$ cat src/rtl/wb_stage.sv
// Writeback stage: collects retiring instructions, waits for load data when
// needed, formats the result and drives the register-file write port.
module wb_stage #(
   parameter int DATA_W = 32,
   parameter int ADDR_W = 5
) (
   input  logic              i_clk,
   input  logic              i_rst_n,
   input  logic              i_valid,
   output logic              o_ready,
   input  logic              i_c_regWrite,
   input  logic              i_c_memToReg,
   input  logic              i_c_link,
   input  logic [2:0]        i_ldType,
   input  logic [ADDR_W-1:0] i_wrAddr,
   input  logic [DATA_W-1:0] i_aluResult,
   input  logic [DATA_W-1:0] i_pcPlus4,
   input  logic [DATA_W-1:0] i_mem_rdata,
   input  logic              i_mem_rvalid,
   output logic              o_c_regWrite,
   output logic [ADDR_W-1:0] o_wrAddr,
   output logic [DATA_W-1:0] o_wrDataToReg,
   output logic              o_busy
);

   typedef enum logic [1:0] {
      IDLE    = 2'd0,
      WAIT_LD = 2'd1,
      WRITE   = 2'd2
   } state_t;

   state_t              state;
   logic                cap_regwrite;
   logic [ADDR_W-1:0]   cap_addr;
   logic [2:0]          cap_ldtype;
   logic [1:0]          cap_off;

   logic                accept;
   logic [7:0]          ld_byte;
   logic [15:0]         ld_half;
   logic [DATA_W-1:0]   ld_value;

   assign o_ready = (state != WAIT_LD);
   assign o_busy  = (state == WAIT_LD);
   assign accept  = i_valid && o_ready;

   // Big-endian byte/halfword selection and extension of the returned load word
   always_comb begin
      ld_byte  = '0;
      ld_half  = '0;
      ld_value = i_mem_rdata;
      case (cap_off)
         2'd0:    ld_byte = i_mem_rdata[31:24];
         2'd1:    ld_byte = i_mem_rdata[23:16];
         2'd2:    ld_byte = i_mem_rdata[15:8];
         default: ld_byte = i_mem_rdata[7:0];
      endcase
      ld_half = cap_off[1] ? i_mem_rdata[15:0] : i_mem_rdata[31:16];
      case (cap_ldtype)
         3'b001:  ld_value = {{(DATA_W-16){ld_half[15]}}, ld_half};
         3'b010:  ld_value = {{(DATA_W-16){1'b0}}, ld_half};
         3'b011:  ld_value = {{(DATA_W-8){ld_byte[7]}}, ld_byte};
         3'b100:  ld_value = {{(DATA_W-8){1'b0}}, ld_byte};
         default: ld_value = i_mem_rdata;
      endcase
   end

   // State machine with registered write-port outputs
   always_ff @(posedge i_clk) begin
      if (!i_rst_n) begin
         state         <= IDLE;
         cap_regwrite  <= 1'b0;
         cap_addr      <= '0;
         cap_ldtype    <= '0;
         cap_off       <= '0;
         o_c_regWrite  <= 1'b0;
         o_wrAddr      <= '0;
         o_wrDataToReg <= '0;
      end else begin
         case (state)
            WAIT_LD: begin
               o_c_regWrite <= 1'b0;
               if (i_mem_rvalid) begin
                  state         <= WRITE;
                  o_c_regWrite  <= cap_regwrite && (cap_addr != '0);
                  o_wrAddr      <= cap_addr;
                  o_wrDataToReg <= ld_value;
               end
            end
            default: begin
               // IDLE and WRITE share the accept rules; WRITE accepts back-to-back
               o_c_regWrite <= 1'b0;
               state        <= IDLE;
               if (accept) begin
                  cap_regwrite <= i_c_regWrite;
                  cap_addr     <= i_wrAddr;
                  cap_ldtype   <= i_ldType;
                  cap_off      <= i_aluResult[1:0];
                  if (i_c_link) begin
                     state         <= WRITE;
                     o_c_regWrite  <= i_c_regWrite && (i_wrAddr != '0);
                     o_wrAddr      <= i_wrAddr;
                     o_wrDataToReg <= i_pcPlus4 + DATA_W'(4);
                  end else if (i_c_memToReg) begin
                     state <= WAIT_LD;
                  end else begin
                     state         <= WRITE;
                     o_c_regWrite  <= i_c_regWrite && (i_wrAddr != '0);
                     o_wrAddr      <= i_wrAddr;
                     o_wrDataToReg <= i_aluResult;
                  end
               end
            end
         endcase
      end
   end

endmodule

$ cat config.mk
export PLATFORM = sky130hd
export DESIGN_NAME = wb_stage
export DESIGN_NICKNAME = d
export VERILOG_FILES = /design/src/rtl/wb_stage.sv
export SDC_FILE = /design/constraint.sdc
export NUM_CORES = 1
export LEC_CHECK = 0
export CAP_MARGIN = 5
export CORE_AREA = 4 4 98 100
export CTS_BUF_LIST = sky130_fd_sc_hd__clkbuf_4
export DETAILED_ROUTE_END_ITERATION = 10
export DIE_AREA = 0 0 102 104
export DONT_BUFFER_PORTS = 1
export HOLD_SLACK_MARGIN = 0.05
export MAX_ROUTING_LAYER = met4
export PLACE_DENSITY = 0.68
export SYNTH_ARGS = -nofsm -noshare
export SYNTH_HDL_FRONTEND = slang
export SYNTH_SLANG_ARGS = --single-unit
$ cat constraint.sdc
create_clock -name i_clk -period 2.4 [get_ports i_clk]
set_input_delay 0.24 -clock i_clk [delete_from_list [all_inputs] [get_ports i_clk]]
set_output_delay 0.24 -clock i_clk [all_outputs]
set_load 0.05 [all_outputs]
Word-level counts from Yosys, hierarchy flattened
Index checks and enable logic that the tools add are counted.
W data, S select, Z words.

operators by class
  $add $sub $neg = 1
  $mul = 0
  div/mod/pow operators = 0
  magnitude comparators = 0
  equality and inequality tests = 10
  shift-type cells = 0
  muxes and demuxes = 23
  bitwise logic cells = 1
  reduce and logical (&&, ||, !) cells = 9

operators with widths
  kind                     number
  $mux W32                 5
  $pmux W32 S4             1
  $add A32 B3 Y32 const B  1
  $mux W5                  5
  $pmux W8 S3              1
  $mux W16                 1
  $mux W2                  5
  $reduce_bool A5 Y1       2
  $eq A3 B2 Y1 const B     2
  $mux W1                  5
  $eq A2 B1 Y1 const B     2
  $eq A3 B1 Y1 const B     1
  $eq A3 B3 Y1 const B     1
  $logic_and A1 B1 Y1      3
  $ne A3 B1 Y1 const B     1
  $reduce_and A3 Y1        1
  $eq A2 B2 Y1 const B     1
  $logic_not A2 Y1         1
  $ne A2 B1 Y1 const B     1
  $ne A2 B2 Y1 const B     1
  $reduce_and A2 Y1        1
  $reduce_bool A2 Y1       1
  $not A1 Y1               1

storage, ports and cells
  bits in registers = 51
  bits in latches = 0
  memory bits (writable) = 0
  ROM bits = 0
  word-level logic and storage cells = 52
  memories kept = 0

Depth between registers and ports, before layout
  depth in word-level cells = 6
  depth in mapped cells = 9

Worst setup path after synthesis
No wires, ideal clock.

  path type = register to register
  from = reg state[1]
  to = reg o_wrAddr[0]
  setup time = 0.091 ns
  arrival time = 1.799 ns
  data required time = 2.309 ns
  slack = 0.510 ns
  stages on the path, launching flop included = 7
  cells stage by stage = dfxtp_1 -> nand2b_1 -> buf_2 -> clkbuf_1 -> clkbuf_1 -> nand2_1 -> a311oi_1

on the way
  longest elaborated chain between the ends = 4
  elaborated cells between the ends (all ways) = 8
  those cells by class = eq/ne (4); mux (1); reduce/logical (3)

ends and longest elaborated chain
  what                                 line  RTL
  from (decl)                          32    state_t state;
  from (signal assigned)               71    state <= IDLE;
  from (signal assigned)               84    state <= WRITE;
  from (signal assigned)               93    state <= IDLE;
  $ne A2 B1 Y1                         43    assign o_ready = (state != WAIT_LD);
  net o_ready                          10    output logic o_ready,
  $logic_and A1 B1 Y1                  45    assign accept = i_valid && o_ready;
  $reduce_bool A2 Y1 (no source line)  -
  $reduce_and A3 Y1 (no source line)   -
  to (signal assigned)                 86    o_wrAddr <= cap_addr;
  to (signal assigned)                 102   o_wrAddr <= i_wrAddr;
  to (signal assigned)                 109   o_wrAddr <= i_wrAddr;
  to (decl)                            21    output logic [ADDR_W-1:0] o_wrAddr,

The timed path passes the listed nets, and every way through them passes these cells.
A chain may end at the register's enable or synchronous reset.

Worst setup path after layout
  from = reg cap_off[1]
  to = reg o_wrDataToReg[18]

on the way
  longest elaborated chain between the ends = 5
  elaborated cells between the ends (all ways) = 8
  those cells by class = eq/ne (2); mux (5); reduce/logical (1)

ends and longest elaborated chain
  what                                        line  RTL
  from (decl)                                 36    logic [1:0] cap_off;
  from (signal assigned)                      98    cap_off <= i_aluResult[1:0];
  $eq A2 B2 Y1, or another cell as far along  52    case (cap_off)
  $pmux W8 S3                                 52
  $pmux W32 S4 (*)                            59    case (cap_ldtype)
  $mux W32 (*)                                83    if (i_mem_rvalid) begin
  $mux W32 (*)                                80    case (state)
  to (signal assigned)                        87    o_wrDataToReg <= ld_value;
  to (signal assigned)                        103   o_wrDataToReg <= i_pcPlus4 + DATA_W'(4);
  to (signal assigned)                        110   o_wrDataToReg <= i_aluResult;
  to (decl)                                   22    output logic [DATA_W-1:0] o_wrDataToReg,

Every way passes the cells marked *; elsewhere a longest branch is shown, timed or not. The select of a mux whose other input is x is not followed.

==> flow_metrics.py <==
metrics = {
    "status": {
        "status": "complete, no violations",
    },
    "sta": {
        "setup_slack_ps": 291,
        "rsz0062_at_grt": "no",
        "fin_skew_ps": 22.3,
        "fin_tns_setup_ps": 0,
        "relSlewSlack_pct": 46.3,
        "max_freq_mhz": 474,
        "tightest_slew_ps": 803,
        "finalCritPeriodShare_pct": 87.9,
        "finalHoldViolCount": 0,
        "finalSetupViolations": 0,
        "slew_violations": 0,
        "fin_crit_ps": 2110,
    },
    "cells_and_area": {
        "drive_above_1_share_pct": 9.30,
        "area_delta_synth_final_pct": 8.53,
        "final_common_cell": "nand2_1",
        "antennaDiodeCount": 0,
        "most-common-layout-cells": "72 x nand2_1, 51 x dfxtp_1, 33 x a21oi_1",
        "final_nets": 627,
    },
    "routing": {
        "first_pass_iters": 7,
        "vias": 4216,
        "drtIter0Drc": 363,
        "drt.antenna.violating_nets": 0,
        "wl_mm": 14.7,
        "route.detailed.drc": 0,
        "avgRoutedWirePerCell_um": 23.5,
        "vias_per_cell": 6.76,
    },
    "grt": {
        "grt-ovfl-total": 0,
        "grt_use_total_pct": 27.1,
        "grt_max_degree": 32,
        "antenna_found_initial": 0,
        "first_global_vias": 3993,
        "grt_pass1_wl_mm": 22.1,
    },
    "floorplan": {
        "design.core.area_um2": 8680,
        "die_w_um": 102,
        "io_pins": 151,
        "die-area_um2": 10600,
        "rows": 34,
        "die_height_um": 104,
        "initial_utilization_pct": 44.6,
    },
    "synthesis": {
        "yosys.area.top_type": "dfxtp_1",
        "ys.flop_type": "dfxtp_1",
        "syn_inst": 515,
        "synth_nets": 627,
        "ys_warn_count": 0,
        "ys_seq_area_share_pct": 26.4,
        "syn_area_per_cell_um2": 7.52,
        "yosys-top-cells-area": "dfxtp_1 26%, nand2_1 7.0%, a21oi_1 4.3%, o21ai_0 3.6%, a211oi_1 2.9%",
        "ys_ff_latch": 51,
        "synth_edf_count": 0,
        "synth_area_um2": 3870,
        "synthArstFlopShare_pct": 0,
        "synth_top_area_share_pct": 26.4,
        "synth_cell_type_count": 71,
    },
    "setup_path": {
        "path_class": "reg -> reg",
        "cp_slowest_cell": "dfxtp_1",
        "path_max_fanout": 15,
        "crit_chain": "nand2b_1 > o221ai_1 > o21a_1 > a211oi_1 > o31ai_1",
        "startpoint_type": "flop",
        "crit_required_ps": 2690,
        "arrival_ps": 2400,
        "critPathTopFamily": "compound AO/OA/AOI/OAI gates",
        "slowest_delay_ps": 650,
        "endpoint_kind": "flop",
        "critical_path_buf_inv_count": 0,
    },
    "cts": {
        "path_clk_slew_ps": 170,
        "ctsHtreeMaxLevel": 2,
        "cts_sinks": 51,
        "cts_buffers": 5,
        "clk_latency_ps": 390,
        "cts_tree": "built",
        "cts.path.max_buffers": 2,
        "root_buffer": "clkbuf_4",
        "postCtsSetupRepairBufs": 0,
    },
    "pwr": {
        "leakage_nw": 1.43,
        "p_total_mw": 2.08,
        "powerDensity_nw_per_um2": 494,
        "vdd_drop_max_uv": 283,
    },
    "min_path": {
        "hold_path_class": "in -> reg",
    },
    "placed_design": {
        "io_buffers": 0,
        "dp_hpwl_mm": 11.4,
        "gp_congestion": 0.965,
        "pre_cts_slack_ps": 314,
    },
    "flow_run": {
        "maxCapViolCount": 0,
    },
}
## report_power, final
group	internal (mW)	switching [mW]
Combinational	0.207	0.281
Clock	0.131	0.297
Sequential	0.914	0.249
Total	1.25	0.827
## path summary, 6_finish.rpt
path	from	to	slack, ps	depth (start not counted)
min reg2reg	cap_regwrite	cap_regwrite	480	2
max	cap_off[1]	o_wrDataToReg[18]	290	5
min	i_mem_rdata[3]	o_wrDataToReg[3]	50	2
max reg2reg	cap_off[1]	o_wrDataToReg[18]	290	5
## registers in the layout (all words and copies together) (netlist names)
signal         cells
o_wrDataToReg     32
o_wrAddr           5
cap_addr           5
state              2
o_c_regWrite       1
cap_ldtype         3
cap_regwrite       1
cap_off            2
## Yosys cell counts (3+ instances only)
cell type	n
a211oi_1	15
nand3_1	15
and2_1	3
a31oi_1	12
o211ai_1	5
or3_1	4
xor2_1	6
nand2_1	72
mux2_2	4
a32o_1	3
o21ai_0	28
and4_1	3
a31o_2	3
and3_1	6
o31a_1	5
xnor2_1	7
o21bai_1	5
a221o_1	7
o2bb2ai_1	7
a21oi_1	33
a2bb2oi_1	3
nand2b_1	8
o32ai_1	3
o221a_2	4
o2111ai_1	5
buf_2	15
nor4_1	8
inv_1	10
o21a_1	4
or4_1	5
o221ai_1	3
nor2b_1	4
o21ai_1	8
clkbuf_1	24
dfxtp_1	51
o31ai_1	11
nor3_1	17
nor2_1	23
nand4_1	13
a311oi_1	5
mux2i_1	8
## kinds of logic (layout without fill, tap and decap cells)
logic type	count (synthesis)	count (layout)	synth area share (%)
XOR/XNOR	13	13	2.94
AO/OA/AOI/OAI	185	185	33.9
flip-flops	51	51	26.4
buffers and inverters	56	57	6.30
AND/OR/NAND/NOR	196	196	26.4
multiplexers	13	13	3.81
adder cells (fa/ha/maj)	1	1	0.323
## metrics by stage
stage          instance area, um2  hold WS, ps  instances  util, %
2_1_floorplan                3870          376        515        -
3_3_place_gp                 3930          379        595     45.3
3_5_place_dp                 3930          385        595     45.3
4_1_cts                      4200         53.2        624     48.4
5_1_grt                      4200         51.4        624     48.4
6_report                     4200         50.8        624     48.4
## per-layer routing
metal | routed length [um] | GRT usage (%)
met5 | 0 | -
met4 | 665 | 10.9
met3 | 1710 | 8.45
met2 | 6620 | 40.8
met1 | 5690 | 33.4
## what timing repair did
item / CTS / global route
endpoints found under the hold margin: 33 / 0
resized for setup: 0 / 0
hold buffers: 21 / 0
## cell type report
class	instances	area (um2)
clock buffer	6	45.0
clock inverter	2	16.3
fill	888	4470
inverter	12	45.0
multi-input combinational	408	2610
sequential	51	1020
tap	108	135
timing repair buffer	37	330
No activity file was read; power rests on OpenSTA's default activity.
